### src/rtl/instr_mem_pkg.sv
// Shared types and helpers for the loadable instruction memory.
package instr_mem_pkg;

  typedef enum logic [0:0] {
    ST_LOAD = 1'b0,
    ST_RUN  = 1'b1
  } state_e;

  // Default "add" no-op returned on reset, flush and out-of-range fetches.
  localparam logic [7:0] NOP_WORD_DFLT = 8'h00;

  // Full-width range check: addresses at or above depth are rejected, never aliased.
  function automatic logic in_range(input logic [31:0] addr, input int unsigned depth);
    return addr < depth;
  endfunction

endpackage

### src/rtl/instr_mem_ram.sv
// Simple dual-port RAM: one synchronous write port, one registered read port.
module instr_mem_ram #(
  parameter int DW    = 8,
  parameter int DEPTH = 16,
  parameter int IDXW  = $clog2(DEPTH)
) (
  input  logic            clk,
  input  logic            we_i,
  input  logic [IDXW-1:0] waddr_i,
  input  logic [DW-1:0]   wdata_i,
  input  logic            re_i,
  input  logic [IDXW-1:0] raddr_i,
  output logic [DW-1:0]   rdata_o
);

  logic [DW-1:0] mem_q [DEPTH];

  // NOTE: no reset on the array or read register, so the tools can map this onto block RAM;
  // a loaded program therefore survives rst_n.
  always_ff @(posedge clk) begin
    if (we_i) mem_q[waddr_i] <= wdata_i;
    if (re_i) rdata_o <= mem_q[raddr_i];
  end

endmodule

### src/rtl/instr_mem_ld.sv
// Loadable instruction memory: LOAD/RUN control, range checks and fetch hold/fault registers
// around a block-RAM style array.
module instr_mem_ld
  import instr_mem_pkg::*;
#(
  parameter int             IW       = 8,
  parameter int             AW       = 8,
  parameter int             DEPTH    = 16,
  parameter logic [IW-1:0]  NOP_WORD = IW'(NOP_WORD_DFLT)
) (
  input  logic          clk,
  input  logic          rst_n,
  input  logic          load_start,
  input  logic          load_we,
  input  logic [AW-1:0] load_addr,
  input  logic [IW-1:0] load_data,
  input  logic          load_done,
  input  logic          fetch_req,
  input  logic [AW-1:0] pc,
  input  logic          stall,
  output logic [IW-1:0] instruction,
  output logic          instr_valid,
  output logic          addr_fault,
  output logic          load_err,
  output logic          busy
);

  localparam int IDXW = $clog2(DEPTH);

  state_e        state_q, state_d;
  logic          use_ram_q, use_ram_d;
  logic          valid_q, valid_d;
  logic          fault_q, fault_d;
  logic          err_q, err_d;
  logic          ram_we, ram_re;
  logic          load_ok, pc_ok;
  logic [IW-1:0] ram_rdata;

  assign load_ok = in_range(32'(load_addr), DEPTH);
  assign pc_ok   = in_range(32'(pc), DEPTH);

  // NOTE: every output of this block gets a default first, so no path leaves one unassigned
  // and no latch is inferred.
  always_comb begin
    state_d   = state_q;
    use_ram_d = use_ram_q;
    valid_d   = valid_q;
    fault_d   = fault_q;
    err_d     = err_q;
    ram_we    = 1'b0;
    ram_re    = 1'b0;
    case (state_q)
      ST_LOAD: begin
        if (load_we) begin
          if (load_ok) ram_we = 1'b1;
          else         err_d  = 1'b1;
        end
        if (load_done) state_d = ST_RUN;
      end
      ST_RUN: begin
        if (load_start) begin
          state_d   = ST_LOAD;
          use_ram_d = 1'b0;
          valid_d   = 1'b0;
          fault_d   = 1'b0;
          err_d     = 1'b0;
        end else if (!stall) begin
          if (fetch_req) begin
            valid_d   = 1'b1;
            ram_re    = pc_ok;
            use_ram_d = pc_ok;
            fault_d   = !pc_ok;
          end else begin
            valid_d = 1'b0;
            fault_d = 1'b0;
          end
        end
      end
      default: state_d = ST_LOAD;
    endcase
  end

  always_ff @(posedge clk) begin
    if (!rst_n) begin
      state_q   <= ST_LOAD;
      use_ram_q <= 1'b0;
      valid_q   <= 1'b0;
      fault_q   <= 1'b0;
      err_q     <= 1'b0;
    end else begin
      state_q   <= state_d;
      use_ram_q <= use_ram_d;
      valid_q   <= valid_d;
      fault_q   <= fault_d;
      err_q     <= err_d;
    end
  end

  // The RAM read register only advances on accepted in-range fetches, so it doubles as the
  // instruction hold register; use_ram_q selects it over the no-op.
  instr_mem_ram #(
    .DW   (IW),
    .DEPTH(DEPTH),
    .IDXW (IDXW)
  ) u_ram (
    .clk    (clk),
    .we_i   (ram_we & rst_n),
    .waddr_i(load_addr[IDXW-1:0]),
    .wdata_i(load_data),
    .re_i   (ram_re),
    .raddr_i(pc[IDXW-1:0]),
    .rdata_o(ram_rdata)
  );

  assign instruction = use_ram_q ? ram_rdata : NOP_WORD;
  assign instr_valid = valid_q;
  assign addr_fault  = fault_q;
  assign load_err    = err_q;
  assign busy        = (state_q == ST_LOAD);

endmodule
### config.mk
export PLATFORM = sky130hd
export DESIGN_NAME = instr_mem_ld
export DESIGN_NICKNAME = d
export VERILOG_FILES = /design/src/rtl/instr_mem_pkg.sv /design/src/rtl/instr_mem_ram.sv /design/src/rtl/instr_mem_ld.sv
export SDC_FILE = /design/constraint.sdc
export NUM_CORES = 1
export LEC_CHECK = 0
export CORE_MARGIN = 3
export CORE_UTILIZATION = 50
export DETAILED_ROUTE_END_ITERATION = 12
export HOLD_SLACK_MARGIN = 0.03
export PLACE_DENSITY_LB_ADDON = 0.15
export SLEW_MARGIN = 20
export SYNTH_ARGS = -nofsm -noshare
export SYNTH_HDL_FRONTEND = slang
export SYNTH_SLANG_ARGS = --single-unit
export TNS_END_PERCENT = 1
### constraint.sdc
create_clock -name clk -period 3.83 [get_ports clk]
set_input_delay 0.766 -clock clk [delete_from_list [all_inputs] [get_ports clk]]
set_output_delay 0.766 -clock clk [all_outputs]
set_load 0.02 [all_outputs]
==> impl_metrics.toml, run 1 <==
[sta]
slew_headroom = 0.503
tns_ns = 0
layout_setup_ws_ns = 1.16
fin_crit_sh = 0.696
clock.fmax_ghz = 0.375
slew_viol_final = 0
worst_pin_slew_ns = 0.743
finClkSkew_ns = 0.00656
finalHoldViolCount = 0
post-route-min-period_ns = 2.67
setup_viol = 0
grt_setup_unrepaired = "false"
fin_hold_ws_ns = 0.516

[critical_path]
path_cells = "clkdlybuf4s50_1 > or4_1 > nor2_2 > nand3b_1 > nor3_1 > buf_4"
cpPeakStageDelay_ns = 0.54
rr_endpoint = "u_ram.mem_q[4][7]$_DFFE_PP_"
crit_type = "in2reg"
worstSetupEndpointType = "register"
reg2reg_depth = 4
arrival_ns = 2.89
path_max_fanout = 5
crit_required_ns = 4.06
crit_end = "u_ram.mem_q[4][7]$_DFFE_PP_"
crit_slowest_cell = "or4_1"
critPathLaunchType = "input port"
r2r_slack_ns = 1.96
crit-reg2reg-launch = "state_q$_SDFF_PN0_"
cp-startpoint = "load_addr[7]"

[floorplan]
rows = 37
die_height_microns = 111
die_x_microns = 111
initial_core_util = 0.523
core_sq_um = 10500
io_pins = 43
dieArea_sq_um = 12300

[power_and_ir_drop]
internal-power_mw = 2.65
pwr-share-seq = 0.498
p_leak_nw = 2.15
combPwrFrac = 0.045
power_mw = 3.40
p_switching_uw = 750
swShare = 0.220
clkPwrFrac = 0.456
powerDensity_nw_per_um2 = 514
vdd_drop_max_uv = 529

[synth]
syn_nets = 298
synth-seq-area-share = 0.761
syn_area_per_cell_sq_um = 20.6
netlist_instances = 267
ys_warn_count = 0
ys_types = 28
syn-cell-area_sq_um = 5500
synth_top_area_cell = "edfxtp_1"
synth.area.top_cells = "edfxtp_1 74%, mux4_2 9.8%, mux4_1 3.8%"
yosysTopAreaCellShare = 0.743
ys_ff_latch = 141

[grt]
grt_pass1_vias = 2717
antenna_found_initial = 0
grt-ovfl-total = 0
grt_start_max_net_pins = 33
gr-usage-all-layers = 0.181
grt_pass1_wl_mm = 16.5

[routing]
route.detailed.drc = 0
initialDrtViolationCount = 232
wl_per_cell_microns = 22.0
routed_wl_mm = 10.4
dr.pass1.iters = 5
viasPerCell = 5.75
ant_nets = 0
vias = 2731

[place]
place_ws_ns = 0.604
placed_cells = 443
dpl.hpwl_mm = 6.91
io_buffers = 42
gp_congestion = 0.800
placed_cell_area_sq_um = 6060

[worst_hold_path]
hp-class = "reg2reg"
min_path_cells = 2

[cells_and_area]
mostFrequentLayoutCells = "136 x edfxtp_1, 41 x clkdlybuf4s50_1, 24 x mux4_2"
final_area_sq_um = 6630
drive_gt1_frac = 0.192
final-instance-count-excl-fill = 475
fillers = 739
antennaDiodeCount = 0
final_util = 0.631
nets = 357
area_growth_pct = 20.5
final_common_cell = "edfxtp_1"

[cts]
clk_pin_slew_worst_paths_ns = 0.06
clock_path_buffers = 2
htreeDepth = 4
cts_buffers = 17
worstSkewPairLatency_ns = 0.51
post_cts_resized = 0
cts_setup_buffers = 0
cts_root_buf = "clkbuf_8"
cts.sinks = 141
tritoncts = "built"
postCtsHoldBufs = 0

[job]
maxCapViolCount = 0

[outcome]
status = "completed"
[Yosys cell counts]
cell type	n
edfxtp_1	136
mux4_2	24
a22oi_1	17
nor2_1	14
and2_1	11
nand2_1	11
mux4_1	8
dfxtp_1	5
nor2b_1	5
nor3_1	4
buf_6	3
clkdlybuf4s25_2	3
o21ai_0	3
buf_2	2
inv_1	2
nand2b_1	2
nand3_1	2
nand3b_1	2
nor3b_1	2
o21a_1	2
or4_1	2
a21boi_0	1
a21oi_1	1
and2b_1	1
and3_1	1
buf_1	1
buf_4	1
nor2_2	1
[worst min-delay path by stage]
stage | slack [ns] | end | start
after floorplan | 0.59 | instr_valid$_SDFFE_PN0P_ | instr_valid$_SDFFE_PN0P_
after global placement | 0.50 | instr_valid$_SDFFE_PN0P_ | instr_valid$_SDFFE_PN0P_
after detailed placement | 0.50 | instr_valid$_SDFFE_PN0P_ | instr_valid$_SDFFE_PN0P_
after CTS | 0.52 | instr_valid$_SDFFE_PN0P_ | instr_valid$_SDFFE_PN0P_
after global routing | 0.56 | instr_valid$_SDFFE_PN0P_ | instr_valid$_SDFFE_PN0P_
final | 0.52 | instr_valid$_SDFFE_PN0P_ | instr_valid$_SDFFE_PN0P_
[layer usage]
metal	track usage	up-vias	wire, microns
li1	-	1228	-
met5	0	-	0
met4	0.0591	0	146
met3	0.0600	12	807
met2	0.269	121	4930
met1	0.256	1370	4560
[state kept, by name (all words and copies together), names as in the netlist]
name	flops
addr_fault	1
instr_valid	1
load_err	1
state_q	1
u_ram.mem_q	128
u_ram.rdata_o	8
use_ram_q	1
[worst max-delay path, delay by kind of cell]
kind                   cells  cell delay [ns]
and+or+nand+nor            4             1.49
buffers and inverters      2             0.64
[cell type report]
class	instances	area, sq um	share of cell area
multi-input cells	114	1220	0.184
inverters	2	7.51	0.00113
well taps	136	170	0.0257
clock buffers	18	418	0.0631
repair buffers	50	475	0.0718
flip-flops and latches	141	4180	0.631
clock inverters	14	149	0.0225
[power groups by stage]
stage	registers [mW]	logic [mW]	clock network [mW]
after floorplan	1.73	0.0763	0
after global placement	1.73	0.157	0
after detailed placement	1.73	0.156	0
after CTS	1.70	0.157	1.57
after global routing	1.70	0.168	1.65
final	1.70	0.155	1.55
[kinds of logic (layout without fill, tap and decap cells)]
family                 Yosys count  in the layout  share of synthesized area
AND/OR/NAND/NOR                 58             58                     0.0548
flip-flops                     141            141                      0.761
AO/OA/AOI/OAI                   24             24                     0.0309
multiplexers                    32             32                      0.137
buffers and inverters           12             84                     0.0168
Power figures use the tool's default switching activity.
==> run 2, diff against run 1 <==
clock period = 2.15 ns   (was 3.83 ns; I/O delays follow)
==> impl_metrics.toml, run 2 (synthesized netlist as in run 1, its figures left out) <==
[sta]
finClkSkew_ns = 0.00959
layout_setup_ws_ns = 0.0845
worst_pin_slew_ns = 0.762
slew_headroom = 0.490
fin_hold_ws_ns = 0.514
post-route-min-period_ns = 2.07
grt_setup_unrepaired = "false"
fin_crit_sh = 0.961
clock.fmax_ghz = 0.484
setup_viol = 0
slew_viol_final = 0
finalHoldViolCount = 0
tns_ns = 0

[power_and_ir_drop]
vdd_drop_max_uv = 603
p_switching_mw = 1.34
combPwrFrac = 0.049
clkPwrFrac = 0.445
swShare = 0.225
internal-power_mw = 4.62
pwr-share-seq = 0.507
power_mw = 5.96
p_leak_nw = 2.37
powerDensity_nw_per_um2 = 872

[grt]
grt_start_max_net_pins = 20
grt-ovfl-total = 0
grt_pass1_vias = 2945
antenna_found_initial = 0
gr-usage-all-layers = 0.191
grt_pass1_wl_mm = 17.1

[cells_and_area]
final_common_cell = "edfxtp_1"
drive_gt1_frac = 0.253
top_register = "u_ram.mem_q"
area_growth_pct = 24.3
reg_top3 = "u_ram.mem_q x128, u_ram.rdata_o x8"
fillers = 719
final_util = 0.651
mostFrequentLayoutCells = "136 x edfxtp_1, 37 x clkdlybuf4s50_1, 29 x buf_4"
antennaDiodeCount = 0
multi_input_area_sq_um = 1230
largest_register_ff_count = 128
nets = 381
regArea_sq_um = 4190

[critical_path]
r2r_slack_ns = 0.59
crit-reg2reg-launch = "u_ram.mem_q[1][3]$_DFFE_PP_"
cp-startpoint = "state_q$_SDFF_PN0_"
critPathLaunchType = "register"
arrival_ns = 1.64
path_max_fanout = 6
crit_required_ns = 1.72
rr_endpoint = "u_ram.rdata_o[3]$_DFFE_PP_"
crit_slowest_cell = "clkdlybuf4s50_1"
worstSetupEndpointType = "output port"
crit_type = "reg2out"
cpPeakStageDelay_ns = 0.62
path_cells = "inv_1 > clkdlybuf4s50_1"
reg2reg_depth = 3
crit_end = "busy"

[place]
gp_congestion = 0.787
io_buffers = 42
place_ws_ns = -0.339
dpl.hpwl_mm = 7.41

[floorplan]
dieArea_sq_um = 12300
rows = 37
io_pins = 43
die_x_microns = 111
core_sq_um = 10500
die_height_microns = 111
initial_core_util = 0.523

[routing]
routed_wl_mm = 11.2
ant_nets = 0
route.detailed.drc = 0
initialDrtViolationCount = 280
dr.pass1.iters = 5
wl_per_cell_microns = 22.4
vias = 2916
viasPerCell = 5.84

[cts]
worstSkewPairLatency_ns = 0.52
cts_setup_buffers = 0
htreeDepth = 4
cts_buffers = 17
cts_root_buf = "clkbuf_8"
clk_pin_slew_worst_paths_ns = 0.06
clock_path_buffers = 2
cts.sinks = 141
tritoncts = "built"

[job]
maxCapViolCount = 0

[outcome]
status = "completed"

[worst_hold_path]
hp-class = "reg2reg"
==> run 2: layout make-up <==
class | count | area share
sequential | 141 | 0.612
tap | 136 | 0.0249
multi-input combinational | 114 | 0.180
clock inverter | 15 | 0.0190
clock buffer | 17 | 0.0606
timing repair buffer | 74 | 0.103
inverter | 2 | 0.00110
==> run 2: per-stage QoR <==
step                cells  cell area [sq um]
floorplan             267               5500
global placement      467               6280
detailed placement    467               6280
CTS                   499               6830
global route          499               6840
finish                499               6840
==> run 2: timing repair <==
| item | CTS | global route |
|---|---|---|
| endpoints found under the setup margin | 8 | 4 |
| gates resized for setup | 1 | 4 |
| endpoints found under the hold margin | 0 | 0 |
| hold buffers | 0 | 0 |
==> run 2: worst max-delay path, delay by kind of cell (launching register included) <==
kind / cells / cell delay, ns
buf+inv: 2 / 0.75
flops: 1 / 0.36
==> run 2: worst min-delay path by stage <==
stage                                         from                          end  slack [ns]  cells after the start
final                     instr_valid$_SDFFE_PN0P_     instr_valid$_SDFFE_PN0P_        0.51                      2
after global routing                         rst_n       use_ram_q$_SDFFE_PN0P_        0.54                      2
after CTS                                    rst_n       use_ram_q$_SDFFE_PN0P_        0.52                      2
after detailed placement  instr_valid$_SDFFE_PN0P_     instr_valid$_SDFFE_PN0P_        0.50                      2
after global placement    instr_valid$_SDFFE_PN0P_     instr_valid$_SDFFE_PN0P_        0.49                      2
after floorplan                       load_data[0]  u_ram.mem_q[0][0]$_DFFE_PP_        0.53                      0
==> run 2: per-layer routing <==
| metal | global-route usage | up-vias | part of all wire |
|---|---|---|---|
| met4 | 0.0599 | 0 | 0.014 |
| met5 | 0 | - | 0 |
| met1 | 0.246 | 1463 | 0.40 |
| met3 | 0.0519 | 16 | 0.079 |
| li1 | - | 1280 | - |
| met2 | 0.317 | 157 | 0.51 |
==> run 2: power by group through the flow <==
stage | combinational, mW | clock, mW | sequential, mW
after floorplan | 0.136 | 0 | 3.08
after global placement | 0.290 | 0 | 3.08
after detailed placement | 0.292 | 0 | 3.08
after CTS | 0.294 | 2.71 | 3.02
after global routing | 0.312 | 2.84 | 3.02
final | 0.291 | 2.65 | 3.02
